## config.mk

```make
export PLATFORM = sky130hd
export DESIGN_NAME = excp_redirect_ctrl
export DESIGN_NICKNAME = d
export VERILOG_FILES = /design/src/rtl/excp_redirect_ctrl.sv
export SDC_FILE = /design/constraint.sdc
export NUM_CORES = 1
export LEC_CHECK = 0
export ABC_AREA = 1
export CAP_MARGIN = 5
export CELL_PAD_IN_SITES_DETAIL_PLACEMENT = 1
export CELL_PAD_IN_SITES_GLOBAL_PLACEMENT = 1
export CORE_UTILIZATION = 23
export DETAILED_ROUTE_END_ITERATION = 12
export PLACE_DENSITY_LB_ADDON = 0.1
export SYNTH_ARGS = -nofsm -noshare
export SYNTH_HDL_FRONTEND = slang
export SYNTH_SLANG_ARGS = --single-unit
```

## constraint.sdc

```tcl
create_clock -name clk -period 1.35 [get_ports clk]
set_input_delay 0.27 -clock clk [delete_from_list [all_inputs] [get_ports clk]]
set_output_delay 0.27 -clock clk [all_outputs]
set_load 0.01 [all_outputs]
```

## src/rtl/excp_redirect_ctrl.sv

```systemverilog
// ---------------------------------------------------------------------------
// excp_redirect_ctrl
//
// Purpose:
//   Sequences the pipeline redirect that follows an exception or ERET flush
//   from CP0. It counts in-flight instruction-fetch reads. When a flush
//   arrives, it drains those reads and tells IF to discard their data. It
//   then presents the new PC until IF accepts it. It also merges the
//   per-stage stall requests into the pipeline stall vector.
//
// Optional feature:
//   Define STALL_PERF_CNT_EN to add perf_stall_cnt_o. This is a free-running
//   32-bit count of cycles in which stall_o is nonzero.
//
// Ports:
//   clk               in   clock, rising edge
//   rst               in   synchronous active-high reset
//   flush_i           in   exception/ERET flush pulse
//   epc_i      [31:0] in   redirect target, valid with flush_i
//   stallreq_if_i     in   IF stage stall request
//   stallreq_ex_i     in   EX stage stall request
//   stallreq_mem_i    in   MEM stage stall request
//   ifetch_req_i      in   fetch read-address handshake fired
//   ifetch_resp_i     in   fetch read-data last beat fired
//   redirect_ack_i    in   IF accepted new_pc_o
//   stall_o     [5:0] out  stall vector {wb,mem,ex,id,if,pc}
//   flush_o           out  one-cycle pipeline flush
//   new_pc_o   [31:0] out  redirect target
//   redirect_valid_o  out  new_pc_o valid, held until acked
//   discard_o         out  IF drops returning fetch data
//   busy_o            out  controller not idle
//   perf_stall_cnt_o  out  stalled-cycle count (STALL_PERF_CNT_EN only)
//
// FSM states:
//   state       | meaning
//   ST_IDLE     | normal operation, no redirect pending
//   ST_DRAIN    | flush seen, waiting for in-flight fetches to return
//   ST_REDIRECT | fetches drained, new_pc_o offered until acked
// ---------------------------------------------------------------------------
module excp_redirect_ctrl #(
  parameter int unsigned OUTSTANDING_MAX = 4
) (
  input  logic        clk,
  input  logic        rst,
  input  logic        flush_i,
  input  logic [31:0] epc_i,
  input  logic        stallreq_if_i,
  input  logic        stallreq_ex_i,
  input  logic        stallreq_mem_i,
  input  logic        ifetch_req_i,
  input  logic        ifetch_resp_i,
  input  logic        redirect_ack_i,
  output logic [5:0]  stall_o,
  output logic        flush_o,
  output logic [31:0] new_pc_o,
  output logic        redirect_valid_o,
  output logic        discard_o,
  output logic        busy_o
`ifdef STALL_PERF_CNT_EN
  ,
  output logic [31:0] perf_stall_cnt_o
`endif
);

  localparam logic [2:0] CNT_MAX = 3'(OUTSTANDING_MAX);

  typedef enum logic [1:0] {
    ST_IDLE     = 2'd0,
    ST_DRAIN    = 2'd1,
    ST_REDIRECT = 2'd2
  } state_t;

  state_t      r_state;
  state_t      w_state_nxt;
  logic [2:0]  r_cnt;
  logic [2:0]  w_cnt_nxt;
  logic        r_flush;
  logic [31:0] r_new_pc;
  logic [5:0]  w_stall_base;

  // Outstanding fetch counter. A simultaneous req and resp cancel out.
  // The count saturates at both ends.
  always_comb begin
    w_cnt_nxt = r_cnt;
    if (ifetch_req_i && !ifetch_resp_i && (r_cnt != CNT_MAX))
      w_cnt_nxt = r_cnt + 3'd1;
    else if (ifetch_resp_i && !ifetch_req_i && (r_cnt != 3'd0))
      w_cnt_nxt = r_cnt - 3'd1;
  end

  always_ff @(posedge clk) begin
    if (rst) begin
      r_state  <= ST_IDLE;
      r_cnt    <= 3'd0;
      r_flush  <= 1'b0;
      r_new_pc <= 32'h0;
    end else begin
      r_state <= w_state_nxt;
      r_cnt   <= w_cnt_nxt;
      r_flush <= flush_i;
      if (flush_i)
        r_new_pc <= epc_i;
    end
  end

  // A new flush always restarts the sequence with the newest target. It
  // takes precedence over a same-cycle ack or drain completion.
  always_comb begin
    w_state_nxt = r_state;
    if (flush_i) begin
      w_state_nxt = (w_cnt_nxt != 3'd0) ? ST_DRAIN : ST_REDIRECT;
    end else begin
      case (r_state)
        ST_IDLE:     w_state_nxt = ST_IDLE;
        ST_DRAIN:    if (w_cnt_nxt == 3'd0) w_state_nxt = ST_REDIRECT;
        ST_REDIRECT: if (redirect_ack_i) w_state_nxt = ST_IDLE;
        default:     w_state_nxt = ST_IDLE;
      endcase
    end
  end

  always_comb begin
    w_stall_base = 6'b000000;
    if (stallreq_mem_i)
      w_stall_base = 6'b011111;
    else if (stallreq_ex_i)
      w_stall_base = 6'b001111;
    else if (stallreq_if_i)
      w_stall_base = 6'b000011;

    stall_o = w_stall_base;
    // Freeze PC/IF while the fetch window is full or a redirect is in progress.
    if ((r_cnt == CNT_MAX) || (r_state != ST_IDLE))
      stall_o = stall_o | 6'b000011;
    // Keep the stall vector quiet while reset is asserted.
    if (rst)
      stall_o = 6'b000000;

    flush_o          = r_flush;
    new_pc_o         = r_new_pc;
    discard_o        = (r_state == ST_DRAIN);
    redirect_valid_o = (r_state == ST_REDIRECT);
    busy_o           = (r_state != ST_IDLE);
  end

`ifdef STALL_PERF_CNT_EN
  logic [31:0] r_perf_cnt;

  always_ff @(posedge clk) begin
    if (rst)
      r_perf_cnt <= 32'h0;
    else if (stall_o != 6'b000000)
      r_perf_cnt <= r_perf_cnt + 32'h1;
  end

  assign perf_stall_cnt_o = r_perf_cnt;
`endif

endmodule

```

# --- Yosys cells after proc, flatten, opt, wreduce, memory -nomap -nowiden ---
# Index checks and enable logic that the tools add are counted.
classes:
  addsub: 2
  n_eq_ne: 6
  n_mux: 12
  reduce_logical: 12
ops:
  columns: ["op", "n"]
  rows:
  - ["$mux W2", 6]
  - ["$mux W5", 2]
  - ["$mux W3", 2]
  - ["$ne A3 B3 Y1 const B", 2]
  - ["$reduce_bool A3 Y1", 2]
  - ["$logic_and A1 B1 Y1", 4]
  - ["$mux W4", 1]
  - ["$pmux W2 S2", 1]
  - ["$add A3 B1 Y3 const B", 1]
  - ["$eq A3 B3 Y1 const B", 1]
  - ["$logic_not A3 Y1", 1]
  - ["$ne A3 B2 Y1 const B", 1]
  - ["$sub A3 B1 Y3 const B", 1]
  - ["$eq A2 B1 Y1 const B", 1]
  - ["$eq A2 B2 Y1 const B", 1]
  - ["$logic_not A1 Y1", 2]
  - ["$reduce_and A2 Y1", 1]
  - ["$reduce_bool A2 Y1", 1]
  - ["$logic_or A1 B1 Y1", 1]
word_totals:
  ff_bits: 38
  input_bits: 41
  out_inout_bits: 42
  elab_cells: 36

# --- Longest topological paths before layout ---
# Gate-level depths: netlist of run 1.
logic_depth:
  depth_word: 9
  mapped_depth: 11

# --- Worst setup path after synthesis of run 1 ---
# No wires, ideal clock.
synth_timing:
  kind: "register -> output"
  startpoint: "register r_cnt[0]"
  endpoint: "output port stall_o[1]"
  arrival_ps: 1109
  slack_ps: -29
  stages_incl_launch_ff: 6
  n_path_buf: 1
  cell_sequence: "dfxtp_1 inv_1 ha_1 a21oi_1 a31oi_1 buf_4"
synth_between:
  elab_chain_len: 4
synth_rtl:
  columns: ["item", "line_no", "rtl"]
  rows:
  - ["start, declared", "75", "logic [2:0] r_cnt;"]
  - ["start signal, assigned", "99", "r_cnt <= w_cnt_nxt;"]
  - ["$eq A3 B3 Y1", "133", "if ((r_cnt == CNT_MAX) || (r_state != ST_IDLE))"]
  - ["$logic_or A1 B1 Y1", "133", null]
  - ["$mux W2", "133", null]
  - ["$mux W5", "136", "if (rst)"]
  - ["end, declared", "53", "output logic [5:0] stall_o,"]
# No other way between the ends.

# --- Worst setup path in the final report of run 1 ---
layout_timing:
  startpoint: "register r_cnt[1]"
  endpoint: "output port stall_o[0]"
# The elaborated chain is that of the path after synthesis.

==> out/qor.json, run 1 <==
{
  "routed_via_density": {"value": 4.287},
  "reg2reg_to": {"value": "r_state[0]$_SDFFE_PP0P_"},
  "grt.total_usage": {"value": 14.51, "unit": "%"},
  "fp.dieW": {"value": 83.44, "unit": "microns"},
  "critPathSlowestCell": {"value": "sky130_fd_sc_hd__dfxtp_2"},
  "worstSetupEndpointType": {"value": "primary output"},
  "first_global_vias": {"value": 1671},
  "yosys_register_bits": {"value": 38},
  "floorplan.initialDensity": {"value": 23.88, "unit": "%"},
  "r2r_cells": {"value": 11},
  "cts_root_buffer": {"value": "sky130_fd_sc_hd__clkbuf_8"},
  "layout.cells.most_common": {"value": "sky130_fd_sc_hd__nor2_1"},
  "worstHoldPathType": {"value": "primary input to flip-flop"},
  "final_cell_mix": {"value": "71 x sky130_fd_sc_hd__nor2_1, 37 x sky130_fd_sc_hd__clkdlybuf4s50_1, 34 x sky130_fd_sc_hd__dfxtp_1, 34 x sky130_fd_sc_hd__dlygate4sd2_1, 33 x sky130_fd_sc_hd__o21ai_0"},
  "outcome": {"value": "finished with violations"},
  "register_area": {"value": 765.7, "unit": "sq um"},
  "power_density": {"value": 1250, "unit": "nW/um^2"},
  "globalRouteMet2Util": {"value": 24.89, "unit": "%"},
  "worstHoldEndpoint": {"value": "flush_o$_SDFF_PP0_"},
  "path_type_of_the_worst_setup_path": {"value": "flip-flop to primary output"},
  "areaGrowthSynthToFinish": {"value": 72.03, "unit": "%"},
  "wirelength": {"value": 4.672, "unit": "mm"},
  "crit_path_max_delay_family": {"value": "flip-flops"},
  "chain_of_cells_forming_the_critical_path": {"value": "inv_2 -> ha_4 -> a21oi_2 -> a31oi_2 -> buf_2"},
  "fin_cells": {"value": 373},
  "clock_tree.buffer_depth": {"value": 2},
  "part_of_the_cycle_the_worst_path_needs": {"value": 110.2, "unit": "%"},
  "grtUsageMet3": {"value": 5.865, "unit": "%"},
  "power.static_leakage": {"value": 1.261, "unit": "nW"},
  "post_synth.cell_area_avg": {"value": 7.477, "unit": "sq um"},
  "cts_htree_levels": {"value": 2},
  "first_pass_iters": {"value": 4},
  "drt_first_iter_violations": {"value": 31},
  "cp_num_buf_inv": {"value": 2},
  "fin_ws": {"value": -0.1373, "unit": "ns"},
  "cts.sink_count": {"value": 38},
  "final_layout_size_suffix_gt1_share": {"value": 21.96, "unit": "%"},
  "grt.met1_usage": {"value": 16.66, "unit": "%"},
  "finalClockSkew": {"value": 0.001976, "unit": "ns"},
  "ir_drop": {"value": 0.0004897, "unit": "V"},
  "maximum_number_of_pins_on_one_net_before_global_route_repair": {"value": 19},
  "synth_fp_nets": {"value": 248},
  "grt_setup_unrepaired": {"value": "true"},
  "synth_seq_area_share": {"value": 49.88, "unit": "%"},
  "cts_made_buffers": {"value": 5},
  "layout_min_cycle_time": {"value": 1.487, "unit": "ns"},
  "dp.cells": {"value": 365},
  "power.total": {"value": 3.280, "unit": "mW"},
  "core.rowCount": {"value": 29},
  "drc": {"value": 0},
  "worst_setup_path_start_kind": {"value": "flip-flop"},
  "hold_violations": {"value": 0},
  "setup_viol_count_final": {"value": 4},
  "globalRouteOverflowTotal": {"value": 0},
  "die_height": {"value": 83.44, "unit": "microns"},
  "clock.fmax": {"value": 672.4, "unit": "MHz"},
  "antenna_violations_before_repair": {"value": 0},
  "io_pins": {"value": 83},
  "max_cap_viol_count": {"value": 0},
  "dr_total_vias": {"value": 1599},
  "fin_util": {"value": 41.09, "unit": "%"},
  "route.antenna.remaining_nets": {"value": 0},
  "diodes": {"value": 0},
  "hold_crit_start": {"value": "rst"},
  "routed_wire_length_per_instance": {"value": 12.53, "unit": "microns"},
  "multi_input_area": {"value": 738.2, "unit": "sq um"},
  "timing.critical_path.required": {"value": 1.08, "unit": "ns"},
  "placed_wire_length_estimate_after_detailed_placement": {"value": 3.368, "unit": "mm"},
  "insertion_delay": {"value": 0.29, "unit": "ns"},
  "clk_pin_slew": {"value": 0.08, "unit": "ns"},
  "final_net_count": {"value": 339},
  "io_buffer_count": {"value": 81},
  "layout.cell_area.non_filler": {"value": 2624, "unit": "sq um"},
  "dieArea": {"value": 6961, "unit": "sq um"},
  "netlist_area": {"value": 1525, "unit": "sq um"},
  "core_area": {"value": 6386, "unit": "sq um"},
  "ys_warn_count": {"value": 0},
  "cp_slowest_stage_delay": {"value": 0.34, "unit": "ns"},
  "synth_cell_type_count": {"value": 21},
  "finalMaxSlewViolations": {"value": 0},
  "grt_first_pass_wirelength": {"value": 8.073, "unit": "mm"},
  "data_arrival_time_of_the_critical_path": {"value": 1.22, "unit": "ns"},
  "global_route_hottest_layer": {"value": "met2"},
  "placed_cell_area": {"value": 2534, "unit": "sq um"},
  "nFillCells": {"value": 795},
  "cts_tree": {"value": "done"},
  "critical_path_peak_fanout": {"value": 2},
  "failed_checks": {"value": "setup timing"},
  "place_congestion": {"value": 0.6876},
  "regToRegStartpoint": {"value": "r_cnt[1]$_SDFF_PP0_"},
  "synthCells": {"value": 204},
  "r2r_setup_slack": {"value": -0.04, "unit": "ns"},
  "hold_path_depth": {"value": 3}
}
-- power by group --
part	internal [mW]	switching [mW]	leakage, nW
Clock	0.413	0.416	0.0482
Sequential	1.24	0.0682	0.317
Combinational	0.573	0.570	0.895
-- synthesized netlist by cell type --
cell type / number / area (sq um)
sky130_fd_sc_hd__nor2_1: 74 / 277.8
sky130_fd_sc_hd__dfxtp_1: 38 / 760.7
sky130_fd_sc_hd__o21ai_0: 33 / 165.2
sky130_fd_sc_hd__clkbuf_1: 8 / 30.03
sky130_fd_sc_hd__inv_1: 8 / 30.03
sky130_fd_sc_hd__nand2_1: 8 / 30.03
sky130_fd_sc_hd__nand2_2: 7 / 43.79
sky130_fd_sc_hd__inv_2: 4 / 15.01
sky130_fd_sc_hd__nand3_1: 4 / 20.02
sky130_fd_sc_hd__a21oi_1: 3 / 15.01
sky130_fd_sc_hd__buf_4: 3 / 22.52
sky130_fd_sc_hd__ha_1: 3 / 37.54
sky130_fd_sc_hd__buf_2: 2 / 10.01
sky130_fd_sc_hd__nand3_2: 2 / 20.02
sky130_fd_sc_hd__a21oi_2: 1 / 8.760
sky130_fd_sc_hd__a31oi_1: 1 / 6.260
sky130_fd_sc_hd__conb_1: 1 / 3.750
sky130_fd_sc_hd__nand4_1: 1 / 6.260
sky130_fd_sc_hd__nor2_2: 1 / 6.260
sky130_fd_sc_hd__nor2_4: 1 / 11.26
sky130_fd_sc_hd__o21ai_1: 1 / 5.000
-- metrics by stage --
stage	setup WS, ns	setup TNS [ns]	hold slack (ns)
2_1_floorplan	0.003693	0	0.4049
3_3_place_gp	-0.4562	-8.171	0.4742
3_5_place_dp	-0.4827	-8.861	0.4877
4_1_cts	-0.1739	-0.4671	0.4815
5_1_grt	-0.2111	-0.6884	0.5062
6_report	-0.1373	-0.3435	0.4841
-- state kept, by name, summed over array words and instances (netlist names) --
register,flops
flush_o,1
new_pc_o,32
r_cnt,3
r_state,2
-- repair_timing --
item | CTS | global route
setup buffers | 0 | 0
gates resized for setup | 78 | 9
pin swaps | 6 | 9
setup endpoints to repair | 43 | 8
hold buffers | 0 | 0
-- tightest hold or removal path, cell delays in order --
cell and delay, ns:
sky130_fd_sc_hd__dlygate4sd2_1 0.30, sky130_fd_sc_hd__buf_4 0.14, sky130_fd_sc_hd__nor2_1 0.03
-- final cells by class --
class                           count  area share, %
Clock buffer                        7          3.290
Clock inverter                      1         0.1907
Inverter                           12          1.717
Multi-Input combinational cell    141          28.14
Sequential cell                    38          29.18
Tap cell                           77          3.672
Timing Repair Buffer               97          33.81
-- kinds of logic (layout without fill, tap and decap cells) --
logic type | Yosys count | in the layout | synth area share [%]
buffers and inverters | 25 | 117 | 7.055
adders and majority gates | 3 | 3 | 2.461
and+or+nand+nor | 98 | 98 | 27.24
DFF | 38 | 38 | 49.88
AOI/OAI and AO/OA | 39 | 39 | 13.13
other | 1 | 1 | 0.2459
-- per-layer routing --
layer	vias to the layer above	routed length (microns)
met5	-	0
met4	0	53
met3	7	354
met2	46	2277
met1	727	1986
li1	819	-
-- how the worst max path moves through the flow --
stage,to,start,cells after the start
CTS,stall_o[0],r_cnt[0]$_SDFF_PP0_,5
detailed placement,stall_o[0],stallreq_mem_i,4
global route,stall_o[0],r_cnt[1]$_SDFF_PP0_,5
finish,stall_o[0],r_cnt[1]$_SDFF_PP0_,5
floorplan,r_state[0]$_SDFFE_PP0P_,r_cnt[0]$_SDFF_PP0_,10
global placement,stall_o[0],stallreq_mem_i,4
(Power assumes the default switching activity.)
==> run 2, diff against run 1 <==
--- a/config.mk
+++ b/config.mk
@@ -15,3 +15,4 @@
 export SYNTH_ARGS = -nofsm -noshare
 export SYNTH_HDL_FRONTEND = slang
 export SYNTH_SLANG_ARGS = --single-unit
+export TNS_END_PERCENT = 30
==> run 2 against run 1 <==
The run still ends with setup timing left. Routed wire length is 1.9% lower. Clock skew is 0.0018 ns lower. Register-to-register slack hardly changed. Via count is 2.6% higher. Total power is 1.7% lower. Worst setup slack better by 0.016 ns. Sequential share of layout area is 0.11 points higher. Critical endpoint is now stall_o[1].
==> out/qor.json, run 2 (synthesis gave the netlist of run 1 again) <==
{
  "route.antenna.remaining_nets": {"value": 0},
  "cts_htree_levels": {"value": 2},
  "hold_violations": {"value": 0},
  "place_congestion": {"value": 0.6897},
  "fin_ws": {"value": -0.1210, "unit": "ns"},
  "clock_tree.buffer_depth": {"value": 2},
  "cts_tree": {"value": "done"},
  "insertion_delay": {"value": 0.29, "unit": "ns"},
  "ir_drop": {"value": 0.0005448, "unit": "V"},
  "final_cell_mix": {"value": "70 x sky130_fd_sc_hd__nor2_1, 38 x sky130_fd_sc_hd__dlygate4sd2_1, 37 x sky130_fd_sc_hd__clkdlybuf4s50_1"},
  "io_pins": {"value": 83},
  "grt_setup_unrepaired": {"value": "true"},
  "critical_path_peak_fanout": {"value": 2},
  "max_cap_viol_count": {"value": 0},
  "grt.total_usage": {"value": 14.17, "unit": "%"},
  "path_type_of_the_worst_setup_path": {"value": "flip-flop to primary output"},
  "outcome": {"value": "finished with violations"},
  "critPathSlowestCell": {"value": "sky130_fd_sc_hd__dfxtp_2"},
  "worstSetupEndpointType": {"value": "primary output"},
  "finalClockSkew": {"value": 0.0002212, "unit": "ns"},
  "power_density": {"value": 1234, "unit": "nW/um^2"},
  "wirelength": {"value": 4.581, "unit": "mm"},
  "failed_checks": {"value": "setup timing"},
  "dp.cells": {"value": 364},
  "floorplan.initialDensity": {"value": 23.88, "unit": "%"},
  "routed_via_density": {"value": 4.420},
  "clk_pin_slew": {"value": 0.07, "unit": "ns"},
  "number_of_flip_flops_in_the_largest_register": {"value": 32},
  "core.rowCount": {"value": 29},
  "globalRouteOverflowTotal": {"value": 0},
  "grt_first_pass_wirelength": {"value": 7.997, "unit": "mm"},
  "worstHoldPathType": {"value": "flip-flop to flip-flop"},
  "data_arrival_time_of_the_critical_path": {"value": 1.20, "unit": "ns"},
  "io_buffer_count": {"value": 81},
  "layout.cells.most_common": {"value": "sky130_fd_sc_hd__nor2_1"},
  "fin_cells": {"value": 371},
  "first_global_vias": {"value": 1770},
  "placed_cell_area": {"value": 2526, "unit": "sq um"},
  "cp_slowest_stage_delay": {"value": 0.34, "unit": "ns"},
  "crit_path_max_delay_family": {"value": "flip-flops"},
  "die_height": {"value": 83.44, "unit": "microns"},
  "final_net_count": {"value": 339},
  "cts_root_buffer": {"value": "sky130_fd_sc_hd__clkbuf_8"},
  "placed_wire_length_estimate_after_detailed_placement": {"value": 3.274, "unit": "mm"},
  "core_area": {"value": 6386, "unit": "sq um"},
  "cp_num_buf_inv": {"value": 2},
  "routed_wire_length_per_instance": {"value": 12.35, "unit": "microns"},
  "cts_hold_repair.buffers": {"value": 0},
  "cts_made_buffers": {"value": 5},
  "part_of_the_cycle_the_worst_path_needs": {"value": 109.0, "unit": "%"},
  "first_pass_iters": {"value": 4},
  "dieArea": {"value": 6961, "unit": "sq um"},
  "maximum_number_of_pins_on_one_net_before_global_route_repair": {"value": 33},
  "layout.cell_area.non_filler": {"value": 2614, "unit": "sq um"},
  "multi_input_area": {"value": 729.5, "unit": "sq um"},
  "timing.critical_path.required": {"value": 1.08, "unit": "ns"},
  "layout_min_cycle_time": {"value": 1.471, "unit": "ns"},
  "drt_first_iter_violations": {"value": 47},
  "clock.fmax": {"value": 679.8, "unit": "MHz"},
  "finalMaxSlewViolations": {"value": 0},
  "nFillCells": {"value": 796},
  "register_area": {"value": 765.7, "unit": "sq um"},
  "setup_viol_count_final": {"value": 3},
  "antenna_violations_before_repair": {"value": 0},
  "fp.dieW": {"value": 83.44, "unit": "microns"},
  "final_layout_size_suffix_gt1_share": {"value": 20.41, "unit": "%"},
  "areaGrowthSynthToFinish": {"value": 71.37, "unit": "%"},
  "drc": {"value": 0},
  "chain_of_cells_forming_the_critical_path": {"value": "inv_2 -> ha_4 -> a21oi_2 -> a31oi_2 -> buf_2"},
  "worst_setup_path_start_kind": {"value": "flip-flop"},
  "power.static_leakage": {"value": 1.246, "unit": "nW"},
  "diodes": {"value": 0},
  "cts.sink_count": {"value": 38},
  "dr_total_vias": {"value": 1640}
}
[run 2: cell count changes in the layout (fill, tap and decap cells not counted), sizes merged]
cell / previous run / this run
dlygate4sd2: 34 / 38
clkdlybuf4s15: 1 / 0
buf: 23 / 21
dlymetal6s2s: 2 / 0
clkinv: 1 / 0
[run 2: power by group]
group	switching (mW)	internal (mW)
Sequential	0.0689	1.24
Combinational	0.558	0.575
Clock	0.387	0.394
Total	1.01	2.21
[run 2: metal layers]
layer | wire length [microns] | track usage [%]
met4 | 61 | 4.622
met1 | 2038 | 16.76
met5 | 0 | 0
met2 | 2132 | 24.22
met3 | 349 | 4.573
[run 2: through the flow]
| stage | setup slack (ns) | setup TNS (ns) | power (mW) | hold slack, ns | util, % |
|---|---|---|---|---|---|
| 2_1_floorplan | -0.02395 | -0.02395 | 1.829 | 0.4049 | - |
| 3_3_place_gp | -0.4449 | -8.340 | 2.413 | 0.4757 | 39.56 |
| 3_5_place_dp | -0.4615 | -8.331 | 2.434 | 0.4871 | 39.56 |
| 4_1_cts | -0.1582 | -0.4052 | 3.259 | 0.4869 | 40.93 |
| 5_1_grt | -0.1780 | -0.6031 | 3.443 | 0.5288 | 40.93 |
| 6_report | -0.1210 | -0.2683 | 3.225 | 0.4892 | 40.93 |
[run 2: cell type report]
class                      instances  share of cell area (%)
multi-input combinational        141                   27.91
inverter                          12                   1.723
timing repair buffer              97                   34.23
clock buffer                       6                   3.159
sequential                        38                   29.30
tap                               77                   3.686
[run 2: what timing repair did]
item / 4_1_cts / 5_1_grt
pin swaps: 6 / 4
setup buffers: 1 / 0
endpoints found under the setup margin: 45 / 7
resized for setup: 78 / 5
[run 2: path summary, 6_finish.rpt]
path	start	end	slack, ns	depth (start not counted)
worst max-delay path	r_cnt[1]$_SDFF_PP0_	stall_o[1]	-0.12	5
worst min-delay path	new_pc_o[8]$_SDFFE_PP0P_	new_pc_o[8]$_SDFFE_PP0P_	0.49	2
worst max register to register	r_cnt[0]$_SDFF_PP0_	r_state[0]$_SDFFE_PP0P_	-0.03	12
worst min register to register	new_pc_o[8]$_SDFFE_PP0P_	new_pc_o[8]$_SDFFE_PP0P_	0.49	2
[run 2: worst register-to-register path: cells and delay by family, from the launching register on]
kind / cells / cell delay, ns
simple gates: 8 / 0.57
flops: 1 / 0.33
buf+inv: 2 / 0.17
fa+ha+maj: 1 / 0.14
compound gates: 1 / 0.07
